### src/rtl/onehot_key_if.sv
// Key-code handshake bundle between onehot_key_encoder (master) and its consumer (slave).
interface onehot_key_if #(
  parameter int CW = 4
);
  logic [CW-1:0] code_o;
  logic          valid_o;
  logic          ready_i;
  logic          multi_o;
  logic          busy_o;

  modport master (output code_o, output valid_o, output multi_o, output busy_o, input ready_i);
  modport slave  (input code_o, input valid_o, input multi_o, input busy_o, output ready_i);
endinterface

### src/rtl/onehot_key_encoder.sv
// Synchronised, debounced one-hot key encoder with valid/ready code output and release re-arm.
// Optional macro ONEHOT_KEY_PRIORITY_EN: accept the lowest set bit of a multi-hot vector instead of rejecting it.
module onehot_key_encoder #(
  parameter int N          = 9,
  parameter int CW         = 4,
  parameter int DEB_CYCLES = 4
) (
  input  logic         clk,
  input  logic         rst_n,
  input  logic [N-1:0] x_in,
  onehot_key_if.master kif
);

  if (((1 << CW) - 1) < N) begin : g_cw_check
    $fatal(1, "onehot_key_encoder: CW too narrow for N key codes");
  end
  if (DEB_CYCLES < 1) begin : g_deb_check
    $fatal(1, "onehot_key_encoder: DEB_CYCLES must be >= 1");
  end

  localparam int CNT_W = (DEB_CYCLES > 1) ? $clog2(DEB_CYCLES) : 1;
  localparam logic [CNT_W-1:0] CNT_LAST = CNT_W'(DEB_CYCLES - 1);
  localparam logic [CNT_W-1:0] CNT_ONE  = CNT_W'(1);
  localparam logic [N-1:0]     ONE      = N'(1);

  localparam logic [1:0] IDLE     = 2'd0;
  localparam logic [1:0] DEBOUNCE = 2'd1;
  localparam logic [1:0] HOLD     = 2'd2;
  localparam logic [1:0] RELEASE  = 2'd3;

  function automatic logic is_onehot(input logic [N-1:0] v);
    return (v != '0) && ((v & (v - ONE)) == '0);
  endfunction

  function automatic logic [N-1:0] lowest_bit(input logic [N-1:0] v);
    return v & (~v + ONE);
  endfunction

  function automatic logic [CW-1:0] key_code(input logic [N-1:0] v);
    logic [CW-1:0] c;
    c = '0;
    for (int i = 0; i < N; i++) begin
      if (v[i]) c = CW'(i + 1);
    end
    return c;
  endfunction

  logic [N-1:0]     x_p0, x_s;
  logic [1:0]       state, state_nxt;
  logic [N-1:0]     cand, cand_nxt;
  logic [CNT_W-1:0] cnt, cnt_nxt;
  logic [CW-1:0]    code_q, code_nxt;
  logic             valid_q, valid_nxt;
  logic             multi_q, multi_nxt;
  logic             busy_q;
  logic             key_match;

  // Stage p0/p1: two-flop synchroniser for the asynchronous key lines
  always_ff @(posedge clk or negedge rst_n) begin
    if (!rst_n) begin
      x_p0 <= '0;
      x_s  <= '0;
    end else begin
      x_p0 <= x_in;
      x_s  <= x_p0;
    end
  end

`ifdef ONEHOT_KEY_PRIORITY_EN
  assign key_match = (x_s & cand) != '0;
`else
  assign key_match = (x_s == cand);
`endif

  always_comb begin
    state_nxt = state;
    cand_nxt  = cand;
    cnt_nxt   = cnt;
    code_nxt  = code_q;
    valid_nxt = valid_q;
    multi_nxt = 1'b0;
    case (state)
      IDLE: begin
        if (x_s != '0) begin
`ifdef ONEHOT_KEY_PRIORITY_EN
          cand_nxt  = lowest_bit(x_s);
          cnt_nxt   = '0;
          state_nxt = DEBOUNCE;
`else
          if (is_onehot(x_s)) begin
            cand_nxt  = x_s;
            cnt_nxt   = '0;
            state_nxt = DEBOUNCE;
          end else begin
            multi_nxt = 1'b1;
            state_nxt = RELEASE;
          end
`endif
        end
      end
      DEBOUNCE: begin
        if (!key_match) begin
          cnt_nxt   = '0;
          state_nxt = IDLE;
        end else if (cnt == CNT_LAST) begin
          code_nxt  = key_code(cand);
          valid_nxt = 1'b1;
          state_nxt = HOLD;
        end else begin
          cnt_nxt = cnt + CNT_ONE;
        end
      end
      HOLD: begin
        // Key-line activity is ignored until the consumer takes the code
        if (valid_q && kif.ready_i) begin
          code_nxt  = '0;
          valid_nxt = 1'b0;
          state_nxt = RELEASE;
        end
      end
      RELEASE: begin
        if (x_s == '0) state_nxt = IDLE;
      end
      default: state_nxt = IDLE;
    endcase
  end

  // Stage p2: state, candidate, debounce count and registered outputs
  always_ff @(posedge clk or negedge rst_n) begin
    if (!rst_n) begin
      state   <= IDLE;
      cand    <= '0;
      cnt     <= '0;
      code_q  <= '0;
      valid_q <= 1'b0;
      multi_q <= 1'b0;
      busy_q  <= 1'b0;
    end else begin
      state   <= state_nxt;
      cand    <= cand_nxt;
      cnt     <= cnt_nxt;
      code_q  <= code_nxt;
      valid_q <= valid_nxt;
      multi_q <= multi_nxt;
      busy_q  <= (state_nxt != IDLE);
    end
  end

  assign kif.code_o  = code_q;
  assign kif.valid_o = valid_q;
  assign kif.multi_o = multi_q;
  assign kif.busy_o  = busy_q;

endmodule

### src/flat_wrapper.sv
// flat-port wrapper written by rule: the top's interface ports become plain ports
module onehot_key_encoder_flat 
#(
  parameter int N          = 9,
  parameter int CW         = 4,
  parameter int DEB_CYCLES = 4
)
  (clk, rst_n, x_in, kif_code_o, kif_valid_o, kif_multi_o, kif_busy_o, kif_ready_i);
  onehot_key_if #(.CW(CW)) kif_i ();
  input  logic clk;
  input  logic rst_n;
  input  logic [N-1:0] x_in;
  output wire logic [$bits(kif_i.code_o)-1:0] kif_code_o;
  output wire logic [$bits(kif_i.valid_o)-1:0] kif_valid_o;
  output wire logic [$bits(kif_i.multi_o)-1:0] kif_multi_o;
  output wire logic [$bits(kif_i.busy_o)-1:0] kif_busy_o;
  input wire logic [$bits(kif_i.ready_i)-1:0] kif_ready_i;
  assign kif_code_o = kif_i.code_o;
  assign kif_valid_o = kif_i.valid_o;
  assign kif_multi_o = kif_i.multi_o;
  assign kif_busy_o = kif_i.busy_o;
  assign kif_i.ready_i = kif_ready_i;
  onehot_key_encoder #(.N(N), .CW(CW), .DEB_CYCLES(DEB_CYCLES)) u_core (.clk(clk), .rst_n(rst_n), .x_in(x_in), .kif(kif_i));
endmodule
### config.mk
export PLATFORM = sky130hd
export DESIGN_NAME = onehot_key_encoder_flat
export DESIGN_NICKNAME = d
export VERILOG_FILES = /design/src/rtl/onehot_key_if.sv /design/src/rtl/onehot_key_encoder.sv /design/src/flat_wrapper.sv
export SDC_FILE = /design/constraint.sdc
export NUM_CORES = 1
export LEC_CHECK = 0
export ABC_AREA = 1
export BUFFER_PORTS_ARGS = -buffer_cell sky130_fd_sc_hd__buf_2
export CORE_ASPECT_RATIO = 1.5
export CORE_MARGIN = 1
export CORE_UTILIZATION = 40
export DETAILED_ROUTE_END_ITERATION = 6
export SKIP_CTS_REPAIR_TIMING = 1
export SYNTH_ARGS = -nofsm -noshare
export SYNTH_HDL_FRONTEND = slang
export SYNTH_SLANG_ARGS = --single-unit
### constraint.sdc
create_clock -name clk -period 2.47 [get_ports clk]
set_input_delay 0.247 -clock clk [delete_from_list [all_inputs] [get_ports clk]]
set_output_delay 0.247 -clock clk [all_outputs]
set_load 0.02 [all_outputs]
Word-level counts from Yosys, hierarchy flattened
Index checks and enable logic that the tools add are counted.

cells by class
  $add $sub $neg = 2
  multiply operators = 0
  div/mod/pow operators = 0
  order comparisons = 0
  eq/ne operators = 11
  shifts and indexed selects = 0
  mux-type cells = 32
  bitwise operators = 1
  reductions and logical operators = 12

operators by type and width
  kind                                                   number
  two-way mux 2 bit                                      12
  two-way mux 4 bit                                      5
  zero test 9 bit                                        2
  two-way mux 3 bit                                      4
  inequality test 2 x 1 -> 1 bit, second input constant  5
  AND 9 bit                                              1
  equality test 9 bit                                    1
  nonzero test 9 bit                                     1
  subtractor 9 x 1 -> 9 bit, second input constant       1
  one-hot mux 2 bit (4 select lines)                     1
  one-hot mux 4 bit (2 select lines)                     1
  AND reduction 4 bit                                    2
  two-way mux 1 bit                                      7
  equality test 2 bit, second input constant             3
  nonzero test 2 bit                                     3
  one-hot mux 2 bit (2 select lines)                     1
  inequality test 3 bit, second input constant           1
  AND reduction 3 bit                                    1
  adder 2 x 1 -> 2 bit, second input constant            1
  equality test 2 x 1 -> 1 bit, second input constant    1
  logical AND 1 bit                                      2
  zero test 2 bit                                        1
  one-hot mux 1 bit (2 select lines)                     1

word-level totals
  flip-flop bits (word level) = 38
  latch bits = 0
  RAM bits = 0
  bits in read-only memories = 0
  output and inout bits = 7
  logic and storage cells = 67
  memories kept = 0

Longest topological paths before layout
  depth after elaboration = 12
  mapped depth = 11
  depth with buffers taken out = 11

Worst setup path before layout
No wires, ideal clock.

  path kind = register to register
  start point = register u_core.x_s[0]
  end point = register u_core.cand[0]
  setup time = 74 ps
  arrival = 1,361 ps
  data required time = 2,396 ps
  path slack = 1,035 ps
  stages on the path, launching flop included = 11
  path buffers = 1
  cell sequence = dfrtp_1 nor2_2 nand2_2 nor2_4 nor2_1 nor2_4 nand2_4 nor2_8 buf_8 nand2_1 o21ai_2

between the ends
  word-level cells in the longest chain between the ends = 5
  elaborated cells on any way between the ends = 6
  classes of those cells = add/sub (1); bitwise (1); reduce/logical (4)

RTL lines
  element                        line                       text
  start: declaration             onehot_key_encoder.sv:48   logic [N-1:0] x_p0, x_s;
  start signal: assignment       onehot_key_encoder.sv:65   x_s <= x_p0;
  subtractor 9 x 1 -> 9 bit      onehot_key_encoder.sv:32   return (v != '0) && ((v & (v - ONE)) == '0);
  AND 9 bit                      onehot_key_encoder.sv:32
  zero test 9 bit                onehot_key_encoder.sv:32
  logical AND 1 bit              onehot_key_encoder.sv:32
  AND reduction 3 bit (no line)  --
  end signal: assignment         onehot_key_encoder.sv:140  cand <= cand_nxt;
  end: declaration               onehot_key_encoder.sv:50   logic [N-1:0] cand, cand_nxt;

Several ways; a longest one is shown, not always the timed one.
A chain may end at the register's enable or synchronous reset.

Worst setup path after layout
  start point = register u_core.x_s[0]
  end point = register u_core.cand[8]

between the ends
  word-level cells in the longest chain between the ends = 5
  elaborated cells on any way between the ends = 6
  classes of those cells = add/sub (1); bitwise (1); reduce/logical (4)

RTL lines
  element                          line
  subtractor 9 x 1 -> 9 bit        onehot_key_encoder.sv:32
  AND 9 bit                        onehot_key_encoder.sv:32
  zero test 9 bit                  onehot_key_encoder.sv:32
  logical AND 1 bit                onehot_key_encoder.sv:32
  AND reduction 3 bit (no line) *  --

Every way passes the cells marked *; elsewhere a longest branch is shown, timed or not.

==> results.cfg <==
[worst_setup_path]
cp_max_fo = 17
arrival_ns = 1.76
cp-start-kind = flip-flop
cp-end-kind = flip-flop
required_ns = 2.68
path_class = reg2reg

[die]
die_h_um = 81.8
die_w_um = 55.2
row_count = 28
die_area_um2 = 4510
pin_count = 19
core-area_um2 = 3990
initial_core_util_pct = 42.5

[detailed_routing]
vias_per_cell = 4.71
ant_nets = 0
wl_per_cell_um = 10.4
drtPass1Iterations = 4
dr.first_iter.drc_count = 16
postRouteWirelength_mm = 2.77
drc = 0
vias = 1257

[timing]
relSlewSlack_pct = 46.7
fin_crit_ns = 1.54
worstMarginPinSlew_ns = 0.800
rsz0062_at_grt = false
period_share_pct = 62.5
slew_viol_final = 0
hold_slack_ns = 0.0383
finClkSkew_ns = 0.00920
fmax_mhz = 647
fin_tns_setup_ns = 0
finalSetupViolCount = 0
finalHoldViolCount = 0

[yosys]
syn_area_per_cell_um2 = 8.61
synth_nets = 210
synth.top_cell.area_share_pct = 56.0
ys_top_cells_by_area = dfrtp_1, nand2_1, inv_1
yosys_register_bits = 38
synth_area_um2 = 1700
yosysTopAreaCell = dfrtp_1
yosysUniqueCellTypes = 19
yosysWarnings = 0
ys_seq_area_share_pct = 56.0
synth_cells = 197

[final_layout]
drive_above_1_share_pct = 16.7
seqCellArea_um2 = 951
insertedDiodeCount = 0
multiInputGateArea_um2 = 629
layout.nets = 234
syn_to_final_growth_pct = 15.9
fillers = 422

[power_and_ir_drop]
max-vdd-ir-drop_mv = 0.614
p_per_area_nw_per_um2 = 875
p_leak_uw = 0.00104

[job]
cap_viol_max_count = 0

[global_route]
antenna_found_initial = 0
grt-ovfl-total = 0
grtUsageTotal_pct = 15.3
grt_max_degree = 39
grt_first_pass_wirelength_mm = 4.81
first_global_vias = 1157

[clock_tree]
clockBufferDepth = 2
cts_max_level = 2
cts_tree = yes
cts_sinks = 38
numCtsBuffers = 5
clk_pin_slew_ns = 0.08
cts_root_buf = clkbuf_8
insertion_delay_ns = 0.29

[run_status]
status = complete, no violations

[placement]
dp_hpwl_mm = 2.12
io_buffers = 18
gp_congestion = 0.811

[hold_path]
min_path_type = in2async
cell usage in the layout (no fill, tap or decap):
cell type and count:
a21oi_1 1, buf_2 18, bufinv_16 2, clkbuf_8 5, clkinv_4 1, dfrtp_1 38, ha_1 1, inv_1 27
nand2_1 59, nand2_2 2, nand2_4 1, nand3_1 16, nand4_1 2, nor2_1 21, nor2_2 3, nor2_4 2
nor2_8 1, o21ai_0 8, o21ai_1 7, o21ai_2 1, or2_2 1, xnor2_1 5
final cells by class:
class	instances	area share [%]
clock inverters	3	3.50
flip-flops and latches	38	48.4
multi-input cells	131	32.0
well taps	45	2.86
inverters	27	5.16
clock buffers	5	3.50
repair buffers	18	4.58
state kept, by name, indices dropped and copies added, names as in the netlist:
| register | cells |
|---|---|
| u_core.cand | 9 |
| u_core.x_p0 | 9 |
| u_core.x_s | 9 |
| u_core.kif.code_o | 4 |
| u_core.cnt | 2 |
| u_core.state | 2 |
| u_core.kif.busy_o | 1 |
| u_core.kif.multi_o | 1 |
| u_core.kif.valid_o | 1 |
layer usage:
metal  part of all wire, %  vias up  track usage [%]
met1                    44      582             17.5
met2                    50       18             25.5
met3                   3.4        6             4.81
met5                     0        -                0
li1                      -      651                -
met4                   2.0        0             6.50
per-stage QoR:
stage	total power (uW)	util, %	instance area (um2)	setup slack (ns)	instances
2_1_floorplan	1010	-	1700	1.04	197
3_3_place_gp	1110	45.8	1830	0.914	259
3_5_place_dp	1110	45.8	1830	0.920	259
4_1_cts	1750	49.2	1970	0.897	267
5_1_grt	1830	49.2	1970	0.724	267
6_report	1720	49.2	1970	0.925	267
Yosys cell counts:
master   number
a21oi_1       1
buf_8         1
dfrtp_1      38
ha_1          1
inv_1        27
nand2_1      59
nand2_2       2
nand2_4       1
nand3_1      16
nand4_1       2
nor2_1       21
nor2_2        3
nor2_4        2
nor2_8        1
o21ai_0       8
o21ai_1       7
o21ai_2       1
or2_2         1
xnor2_1       5
path summary, 6_finish.rpt:
kind,cells after the start,slack [ns],end,start
hold / removal,1,0.04,u_core.cand[0]$_DFFE_PN0P_,rst_n
max in group asynchronous,1,1.92,u_core.kif.valid_o$_DFFE_PN0P_,rst_n
min in group clk,1,0.06,u_core.x_p0[7]$_DFF_PN0_,x_in[7]
setup / recovery,9,0.93,u_core.cand[8]$_DFFE_PN0P_,u_core.x_s[0]$_DFF_PN0_
setup reg to reg,9,0.93,u_core.cand[8]$_DFFE_PN0P_,u_core.x_s[0]$_DFF_PN0_
hold reg to reg,0,0.35,u_core.x_s[5]$_DFF_PN0_,u_core.x_p0[5]$_DFF_PN0_
power by group:
part / internal (uW) / total (uW) / switching (uW)
combinational: 121 / 356 / 235
clock: 405 / 631 / 226
sequential: 686 / 732 / 46.1
logic make-up after synthesis:
group | after synthesis | synth area share (%)
AOI/OAI and AO/OA | 17 | 5.24
adders and majority gates | 1 | 0.737
xor gates and xnor gates | 5 | 2.58
DFF | 38 | 56.0
and+or+nand+nor | 108 | 28.5
buffers and inverters | 28 | 6.86
critical path: stages, from the launching register on:
cell     delay, ns
dfrtp_1       0.43
nor2_2        0.17
nand2_2       0.11
nor2_1        0.11
nor2_1        0.06
nor2_2        0.14
nand2_4       0.09
nor2_8        0.21
nand2_1       0.08
o21ai_1       0.08
Note: power is estimated with default switching activity, not from simulation.
